--- src/rtl/freq_counter_multi.sv ---
// freq_counter_multi
//   Multi-channel gated / reciprocal frequency counter behind a Wishbone
//   classic slave. Each asynchronous input is synchronised and rising-edge
//   detected. The counter then works in one of two modes:
//     gated  : counts input edges over a GATE-cycle clk_i window
//     period : counts clk_i cycles over GATE input periods
//
// Ports
//   clk_i, rst_i      clock, synchronous active-high reset
//   addr_i[5:0]       word address          dat_i / dat_o  write / read data
//   we_i, sel_i       write enable, byte lanes (ignored)
//   cyc_i, stb_i      bus cycle / strobe    ack_o, err_o   one-cycle responses
//   signal_input      NUM_CH asynchronous inputs under measurement
//   irq_o             DONE interrupt (only when FREQ_CNT_IRQ_EN is defined)
//
// Build option FREQ_CNT_IRQ_EN adds irq_o and the CTRL[3] interrupt enable.
`timescale 1ns/1ps

module freq_counter_multi #(
    parameter int NUM_CH  = 4,
    parameter int COUNT_W = 32,
    parameter int GATE_W  = 24
) (
    input  logic              clk_i,
    input  logic              rst_i,
    input  logic [5:0]        addr_i,
    input  logic [31:0]       dat_i,
    output logic [31:0]       dat_o,
    input  logic              we_i,
    input  logic [3:0]        sel_i,
    input  logic              cyc_i,
    input  logic              stb_i,
    output logic              ack_o,
    output logic              err_o,
    input  logic [NUM_CH-1:0] signal_input
`ifdef FREQ_CNT_IRQ_EN
    ,
    output logic              irq_o
`endif
);

    localparam logic [COUNT_W-1:0] CNT_MAX = '1;

    typedef enum logic [1:0] {S_IDLE, S_MEAS, S_DONE} state_t;
    state_t state_q;

    logic [NUM_CH-1:0]  sync1_q, sync2_q, prev_q, edge_det;
    logic               ctrl_mode, ctrl_cont, ctrl_ie;
    logic [GATE_W-1:0]  gate_reg, gate_sh, gate_last, win_cnt;
    logic [NUM_CH-1:0]  ch_en, ch_en_sh;
    logic               mode_sh;
    logic               status_done;
    logic [NUM_CH-1:0]  ovf_q;
    logic [COUNT_W-1:0] cnt_q [NUM_CH];
    logic [COUNT_W-1:0] cnt_d [NUM_CH];
    logic [COUNT_W-1:0] result_q [NUM_CH];
    logic [COUNT_W-1:0] res_val [NUM_CH];
    logic [GATE_W-1:0]  ecnt_q [NUM_CH];
    logic [GATE_W-1:0]  ecnt_d [NUM_CH];
    logic [NUM_CH-1:0]  armed_q, armed_d, fin_q, fin_d, ovf_hit, res_we;
    logic               req, mapped, ctrl_wr, status_wr, gate_wr, chen_wr;
    logic               srst, start, launch, rerun, win_end, all_fin, meas_end, busy;
    logic [31:0]        rdata;
    logic [7:0]         ovf_ext;
    logic               unused_bits;

    assign unused_bits = ^{sel_i, dat_i};

    // ---------------- bus decode ----------------
    assign req       = cyc_i & stb_i & ~ack_o & ~err_o;
    assign mapped    = (addr_i < 6'd4) || ((addr_i >= 6'd8) && (addr_i < 6'(8 + NUM_CH)));
    assign ctrl_wr   = req & we_i & (addr_i == 6'd0);
    assign status_wr = req & we_i & (addr_i == 6'd1);
    assign gate_wr   = req & we_i & (addr_i == 6'd2);
    assign chen_wr   = req & we_i & (addr_i == 6'd3);
    // SRST takes priority over a START carried in the same write.
    assign srst      = ctrl_wr & dat_i[0];
    assign start     = ctrl_wr & dat_i[7] & ~dat_i[0];

`ifdef FREQ_CNT_IRQ_EN
    always_ff @(posedge clk_i) begin
        if (rst_i)                    ctrl_ie <= 1'b0;
        else if (ctrl_wr && !dat_i[0]) ctrl_ie <= dat_i[3];
    end
    assign irq_o = status_done & ctrl_ie;
`else
    assign ctrl_ie = 1'b0;
`endif

    always_comb begin
        ovf_ext = '0;
        ovf_ext[NUM_CH-1:0] = ovf_q;
        rdata = '0;
        case (addr_i)
            6'd0:    rdata[3:0] = {ctrl_ie, ctrl_cont, ctrl_mode, 1'b0};
            6'd1:    rdata = {16'h0, ovf_ext, 6'h0, status_done, busy};
            6'd2:    rdata[GATE_W-1:0] = gate_reg;
            6'd3:    rdata[NUM_CH-1:0] = ch_en;
            default: begin
                for (int c = 0; c < NUM_CH; c++)
                    if (addr_i == 6'(8 + c)) rdata[COUNT_W-1:0] = result_q[c];
            end
        endcase
    end

    // ---------------- measurement datapath ----------------
    assign edge_det  = sync2_q & ~prev_q;
    assign gate_last = gate_sh - 1'b1;
    assign win_end   = (win_cnt == gate_last);
    assign busy      = (state_q == S_MEAS);

    always_comb begin
        for (int c = 0; c < NUM_CH; c++) begin
            cnt_d[c]   = cnt_q[c];
            ecnt_d[c]  = ecnt_q[c];
            armed_d[c] = armed_q[c];
            fin_d[c]   = fin_q[c];
            ovf_hit[c] = 1'b0;
            res_we[c]  = 1'b0;
            res_val[c] = cnt_q[c];
            if (busy && ch_en_sh[c]) begin
                if (!mode_sh) begin
                    if (edge_det[c] && !fin_q[c]) begin
                        if (cnt_q[c] == CNT_MAX) begin
                            ovf_hit[c] = 1'b1;
                            fin_d[c]   = 1'b1;
                        end else begin
                            cnt_d[c] = cnt_q[c] + 1'b1;
                        end
                    end
                    // An edge in the final window cycle is included.
                    if (win_end) begin
                        res_we[c]  = 1'b1;
                        res_val[c] = cnt_d[c];
                    end
                end else if (!fin_q[c]) begin
                    // The counter runs before arming too, so a silent input
                    // ends through saturation.
                    if (edge_det[c] && !armed_q[c]) begin
                        armed_d[c] = 1'b1;
                        cnt_d[c]   = '0;
                        ecnt_d[c]  = '0;
                    end else if (cnt_q[c] == CNT_MAX) begin
                        ovf_hit[c] = 1'b1;
                        fin_d[c]   = 1'b1;
                        res_we[c]  = 1'b1;
                        res_val[c] = CNT_MAX;
                    end else if (edge_det[c] && ecnt_q[c] == gate_last) begin
                        fin_d[c]   = 1'b1;
                        res_we[c]  = 1'b1;
                        res_val[c] = cnt_q[c] + 1'b1;
                    end else begin
                        cnt_d[c] = cnt_q[c] + 1'b1;
                        if (edge_det[c]) ecnt_d[c] = ecnt_q[c] + 1'b1;
                    end
                end
            end
        end
    end

    assign all_fin  = &(fin_d | ~ch_en_sh);
    assign meas_end = busy && (mode_sh ? all_fin : win_end);
    assign launch   = start && (|ch_en) && !busy;
    assign rerun    = (state_q == S_DONE) && ctrl_cont;

    // ---------------- state ----------------
    always_ff @(posedge clk_i) begin
        if (rst_i) begin
            sync1_q     <= '0;
            sync2_q     <= '0;
            prev_q      <= '0;
            ack_o       <= 1'b0;
            err_o       <= 1'b0;
            dat_o       <= '0;
            ctrl_mode   <= 1'b0;
            ctrl_cont   <= 1'b0;
            gate_reg    <= GATE_W'(1);
            gate_sh     <= GATE_W'(1);
            ch_en       <= '1;
            ch_en_sh    <= '1;
            mode_sh     <= 1'b0;
            state_q     <= S_IDLE;
            win_cnt     <= '0;
            status_done <= 1'b0;
            ovf_q       <= '0;
            armed_q     <= '0;
            fin_q       <= '0;
            // NOTE: the per-channel arrays are plain flops, not a RAM, so they can be reset.
            for (int c = 0; c < NUM_CH; c++) begin
                cnt_q[c]    <= '0;
                ecnt_q[c]   <= '0;
                result_q[c] <= '0;
            end
        end else begin
            sync1_q <= signal_input;
            sync2_q <= sync1_q;
            prev_q  <= sync2_q;

            ack_o <= req & mapped;
            err_o <= req & ~mapped;
            dat_o <= (req && mapped && !we_i) ? rdata : '0;

            if (gate_wr) gate_reg <= dat_i[GATE_W-1:0];
            if (chen_wr) ch_en    <= dat_i[NUM_CH-1:0];
            if (ctrl_wr && !dat_i[0]) begin
                ctrl_mode <= dat_i[1];
                ctrl_cont <= dat_i[2];
            end

            armed_q <= armed_d;
            fin_q   <= fin_d;
            for (int c = 0; c < NUM_CH; c++) begin
                cnt_q[c]  <= cnt_d[c];
                ecnt_q[c] <= ecnt_d[c];
                if (res_we[c]) result_q[c] <= res_val[c];
                if (ovf_hit[c])                      ovf_q[c] <= 1'b1;
                else if (status_wr && dat_i[8 + c]) ovf_q[c] <= 1'b0;
            end

            // Setting DONE beats a W1C in the same cycle.
            if (meas_end)                     status_done <= 1'b1;
            else if (status_wr && dat_i[1]) status_done <= 1'b0;

            if (busy) win_cnt <= win_cnt + 1'b1;

            if (launch) begin
                gate_sh  <= (gate_reg == '0) ? GATE_W'(1) : gate_reg;
                ch_en_sh <= ch_en;
                mode_sh  <= dat_i[1];
            end

            // NOTE: a later non-blocking assignment in this block overrides an
            // earlier one; the run-start and SRST clears below rely on that.
            if (launch || rerun) begin
                state_q <= S_MEAS;
                win_cnt <= '0;
                armed_q <= '0;
                fin_q   <= '0;
                for (int c = 0; c < NUM_CH; c++) begin
                    cnt_q[c]  <= '0;
                    ecnt_q[c] <= '0;
                end
            end else if (meas_end) begin
                state_q <= S_DONE;
            end else if (state_q == S_DONE) begin
                state_q <= S_IDLE;
            end

            // Soft reset keeps GATE, CH_EN and the CTRL mode bits.
            if (srst) begin
                state_q     <= S_IDLE;
                win_cnt     <= '0;
                status_done <= 1'b0;
                ovf_q       <= '0;
                armed_q     <= '0;
                fin_q       <= '0;
                for (int c = 0; c < NUM_CH; c++) begin
                    cnt_q[c]    <= '0;
                    ecnt_q[c]   <= '0;
                    result_q[c] <= '0;
                end
            end
        end
    end

endmodule
--- config.mk ---
export PLATFORM = sky130hd
export DESIGN_NAME = freq_counter_multi
export DESIGN_NICKNAME = d
export VERILOG_FILES = /design/src/rtl/freq_counter_multi.sv
export SDC_FILE = /design/constraint.sdc
export NUM_CORES = 2
export LEC_CHECK = 0
export ABC_AREA = 1
export ABC_CLOCK_PERIOD_IN_PS = 5500
export CAP_MARGIN = 20
export CORE_AREA = 2 2 319 321
export CTS_CLUSTER_DIAMETER = 150
export DETAILED_ROUTE_END_ITERATION = 10
export DIE_AREA = 0 0 321 323
export SYNTH_ARGS = -nofsm -noshare
export SYNTH_HDL_FRONTEND = slang
export SYNTH_SLANG_ARGS = --single-unit
--- constraint.sdc ---
create_clock -name clk_i -period 5.5 [get_ports clk_i]
set_input_delay 1.375 -clock clk_i [delete_from_list [all_inputs] [get_ports clk_i]]
set_output_delay 1.375 -clock clk_i [all_outputs]
set_load 0.02 [all_outputs]
### Yosys cells after proc, flatten, opt, wreduce, memory -nomap -nowiden

Memory sizes are Yosys's and may differ from the RTL's.
Cells that the tools add are included.

* flip-flop bits (word level): 144
* bits in writable memories: 352
* output and inout port bits: 34
* word-level logic and storage cells: 412
* memories: 3

Memory list
* cnt_q: words 4, bits a word 32, read ports 4, clocked after memory_dff 0, wr ports 4, line 54 `logic [COUNT_W-1:0] cnt_q [NUM_CH];`
* result_q: words 4, bits a word 32, read ports 4, clocked after memory_dff 0, wr ports 4, line 56 `logic [COUNT_W-1:0] result_q [NUM_CH];`
* ecnt_q: words 4, bits a word 24, read ports 4, clocked after memory_dff 0, wr ports 4, line 58 `logic [GATE_W-1:0] ecnt_q [NUM_CH];`

* add/subtract/negate cells: 10
* order comparisons: 3
* equal/unequal tests: 18
* mux-type cells: 231
* bitwise logic cells: 58
* reduce and logical (&&, ||, !) cells: 62

Operators by type and width (count)
* 32-bit two-way mux: 84
* 24-bit two-way mux: 41
* 32-bit by 1-bit adder with 32-bit output, second input constant: 4
* 32-bit equality test, second input constant: 4
* 24-bit by 1-bit adder with 24-bit output, second input constant: 5
* 24-bit equality test: 5
* 1-bit two-way mux: 102
* 20-bit case mux with 3 select lines: 1
* 1-bit OR: 32
* 1-bit logical AND: 29
* 6-bit by 4-bit equality test with 1-bit output, second input constant: 4
* 24-bit logical NOT: 1
* 24-bit by 1-bit subtractor with 24-bit output, second input constant: 1
* 4-bit AND reduction: 5
* 4-bit case mux with 4 select lines: 1
* 1-bit AND: 13
* 6-bit by 2-bit equality test with 1-bit output, second input constant: 2
* 2-bit nonzero test: 6
* 1-bit logical NOT: 11
* 1-bit NOT: 9
* 4-bit NOT: 2
* 6-bit by 1-bit equality test with 1-bit output, second input constant: 1
* 6-bit by 4-bit greater-or-equal comparator with 1-bit output, second input constant: 1
* 6-bit logical NOT: 1
* 13 further kinds: 17

### Logic depth before layout (Yosys ltp)

* word-level depth: 15
* gate-level depth with buffers: 25
* mapped depth without buffers: 24

### Worst setup path before layout

No wires, ideal clock.

* path type: input to register
* start point: input port addr_i[5]
* end point: memory result_q[2][0] (enable)
* library setup time: 478 ps
* arrival: 3371 ps
* required time: 5022 ps
* path slack: 1651 ps
* cell stages on the path: 12
* path buffers: 0
* cell sequence: nor2_1 > nand2_1 > nor2_1 > inv_2 > nor3_1 > inv_1 > nor2_1 > nor2_1 > nand2_4 > nor3_4 > inv_2 > nand2_1

RTL lines
* from (decl): line 26 `input logic [5:0] addr_i,`
* to (decl): line 56

==> run_results.csv <==
group,metric,value,unit
timing,period_minus_slack,4.638,ns
clock_tree,cts_tree,"done",
floorplan,die_h,323,um
clock_tree,cts_max_path_buffers,3,
floorplan,start_util,0.3451,
global_routing,grt_overflow,0,
worst_setup_path,cp_data_required_time,5.86,ns
routing,drtPass1Iterations,6,
timing,min_period_over_period,0.8432,
yosys,yosys.cell_types.count,63,
final_layout,drive_gt1_frac,0.06175,
hold_path,hold_path.startpoint,"sync1_q[3]$_SDFF_PP0_",
floorplan,num_rows,117,
hold_path,min_path_type,"flip-flop to flip-flop",
yosys,synthArstFlopShare,0,
worst_setup_path,crit_path_end_kind,"flip-flop",
floorplan,dieArea,0.1037,sq mm
power_and_ir_drop,swShare,0.2964,
timing,clock_skew,0.02896,ns
power_and_ir_drop,pwr-share-seq,0.414,
clock_tree,cts_setup_buffers,0,
power_and_ir_drop,power_density,247.2,mW/mm^2
yosys,synth-edff-count,64,
yosys,ys_ff_latch,496,
final_layout,top_regs,"cnt_q (128), result_q (128), ecnt_q (96)",
clock_tree,clkTransAtPathRegs,0.06,ns
final_layout,final_nets,5615,
yosys,synth_fp_nets,5672,
routing,route.detailed.drc,0,
yosys,yosysWarnings,0,
yosys,synth-main-ff-cell,"dfxtp_1",
yosys,netlist_area,0.03475,sq mm
timing,rsz0062_at_grt,"no",
worst_setup_path,critPathKind,"flip-flop to flip-flop",
floorplan,design.core.area,0.1007,sq mm
clock_tree,cts_htree_levels,2,
worst_setup_path,startpoint,"gate_sh[0]$_SDFFE_PP1P_",
timing,drv_slew,0,
power_and_ir_drop,ir_drop,0.2333,mV
routing,vias,38970,
yosys,yosysSeqAreaShare,0.3041,
place,placed_cell_area,0.03685,sq mm
timing,max_freq,215.6,MHz
global_routing,grt_start_max_net_pins,119,
global_routing,antenna_found_initial,4,
final_layout,area_growth,12.09,%
place,io_buffers,72,
floorplan,die_x,321,um
power_and_ir_drop,power.total,9.629,mW
power_and_ir_drop,pwr-share-clk,0.447,
routing,viasPerCell,5.637,
routing,wirelength,139.7,mm
yosys,postSynthAreaPerCell,6.194,sq um
routing,drt_iter0_drc,4658,
power_and_ir_drop,p_int,6.775,mW
timing,hold_viol,0,
routing,routedWlPerCell,20.21,um
clock_tree,insertion_delay,0.65,ns
clock_tree,clkSinkCount,496,
global_routing,grt_pass1_vias,34680,
clock_tree,ctsResizeCount,0,
routing,postRouteAntennaNets,0,
power_and_ir_drop,switching_power,2.854,mW
place,dp_hpwl,97.93,mm
power_and_ir_drop,leakage,16.36,nW
worst_setup_path,critPathMaxFanout,43,
clock_tree,ctsHoldBuffers,0,
timing,worst_pin_slew,1.031,ns
global_routing,grt_use_total,0.2599,
yosys,synth_cells,5611,
flow_run,maxCapViolations,0,
clock_tree,cts_root_buf,"clkbuf_16",
timing,setup_violations,0,
clock_tree,numCtsBuffers,59,
timing,fin_setup_tns,0,ns
floorplan,io_pins,85,
global_routing,grt_pass1_wl,210.8,mm
power_and_ir_drop,p_comb_frac,0.139,
timing,slew_headroom,0.3034,
run_status,status,"finished, final reports clean",
worst_setup_path,reg2reg_from,"gate_sh[0]$_SDFFE_PP1P_",
worst_setup_path,arrival,5.00,ns
place,place_congestion,0.9911,
final_layout,design_area,0.03895,sq mm
worst_setup_path,cp-start-kind,"flip-flop",
layout make-up:
| type | instances | area [sq um] |
|---|---|---|
| Antenna cell | 2 | 5.005 |
| Fill cell | 10800 | 61760 |
| Inverter | 547 | 2058 |
| Tap cell | 1309 | 1638 |
| Multi-Input combinational cell | 4266 | 20910 |
| Clock inverter | 32 | 375.4 |
| Clock buffer | 78 | 1722 |
| Sequential cell | 496 | 10570 |
| Timing Repair Buffer | 184 | 1669 |
critical path: stages (launching register included):
cell and delay, ns:
dfxtp_1 0.35, inv_2 0.16, ha_1 0.32, nand2_2 0.16, nor2_4 0.40, nand3_2 0.12
nand2_1 0.39, nor2_1 0.07, nor2_1 0.10, nand2_1 0.07, nor3_2 0.11, nand2_1 0.06
nor2_1 0.13, nand2_1 0.22, nand2_2 0.40, buf_12 0.34, nand2_1 0.09, nand2_1 0.06
nand3_1 0.07, o21ai_0 0.63, nor2_1 0.08
stage by stage:
stage	instances	hold WS [ns]	util	setup slack (ns)
final	6914	0.4109	0.3868	0.8622
after global routing	6912	0.4373	0.3867	0.7286
after CTS	6912	0.4215	0.3867	1.092
after detailed placement	6802	0.4061	0.3659	0.4588
after global placement	6802	0.4048	0.3659	0.5366
after floorplan	5611	0.3883	-	1.651
cells in the final DEF (no fill, tap or decap), types with 40 or more instances in the layout:
cell type,n
o21ai_0,524
nor2_1,446
buf_4,103
nand3_1,286
inv_1,514
o211ai_1,46
dfxtp_1,431
clkdlybuf4s50_1,71
a21oi_1,541
a22oi_1,49
edfxtp_1,64
nor3_1,130
nand4_1,94
xor2_1,154
o22ai_1,96
nor4_1,40
clkbuf_16,62
a211oi_1,80
nand2_1,1534
synth_stat cells (11+ instances only):
master	number	area share
or2_2	11	0.0020
a41oi_1	21	0.0053
a211oi_1	80	0.017
o21ai_0	524	0.075
a22oi_1	49	0.011
clkbuf_1	222	0.024
inv_2	24	0.0026
nor3b_1	12	0.0026
o21a_1	12	0.0026
buf_1	13	0.0014
o211ai_1	46	0.0099
inv_1	515	0.056
nor2_1	453	0.049
nor2_2	17	0.0031
buf_2	52	0.0075
o21ai_1	25	0.0036
nor3_1	130	0.019
o22ai_1	96	0.017
nand2_2	26	0.0047
nand4_1	94	0.017
nand3_1	287	0.041
nor4_1	40	0.0072
a21oi_1	541	0.078
edfxtp_1	64	0.055
dfxtp_1	432	0.25
nand2_1	1537	0.17
xor2_1	154	0.039
path summary, 6_finish.rpt:
check	end	slack [ns]	cells after the start
setup / recovery	result_q[1][19]$_SDFFCE_PP0P_	0.86	20
setup reg to reg	result_q[1][19]$_SDFFCE_PP0P_	0.86	20
hold / removal	sync2_q[3]$_SDFF_PP0_	0.41	2
hold reg to reg	sync2_q[3]$_SDFF_PP0_	0.41	2
layer usage:
layer	vias to the layer above	track usage	wire, um
li1	18740	-	-
met1	18000	0.3597	60210
met2	1930	0.3962	59550
met3	301	0.03738	12710
met4	4	0.1248	7234
met5	-	0	30
power groups by stage:
| stage | combinational (mW) | sequential, mW | clock [mW] |
|---|---|---|---|
| after floorplan | 0.985 | 3.99 | 0 |
| after global placement | 1.29 | 4.06 | 0 |
| after detailed placement | 1.30 | 4.06 | 0 |
| after CTS | 1.31 | 3.98 | 4.34 |
| after global routing | 1.50 | 4.01 | 4.48 |
| final | 1.34 | 3.99 | 4.30 |
kinds of logic after synthesis:
kind of cell | after synthesis | share of synthesized area
AO/OA/AOI/OAI | 1442 | 0.2311
XOR/XNOR | 156 | 0.03931
adder cells (fa/ha/maj) | 10 | 0.003600
buffers and inverters | 849 | 0.09577
flip-flops | 496 | 0.3041
AND/OR/NAND/NOR | 2658 | 0.3260
Note: power is estimated with default switching activity, not from simulation.
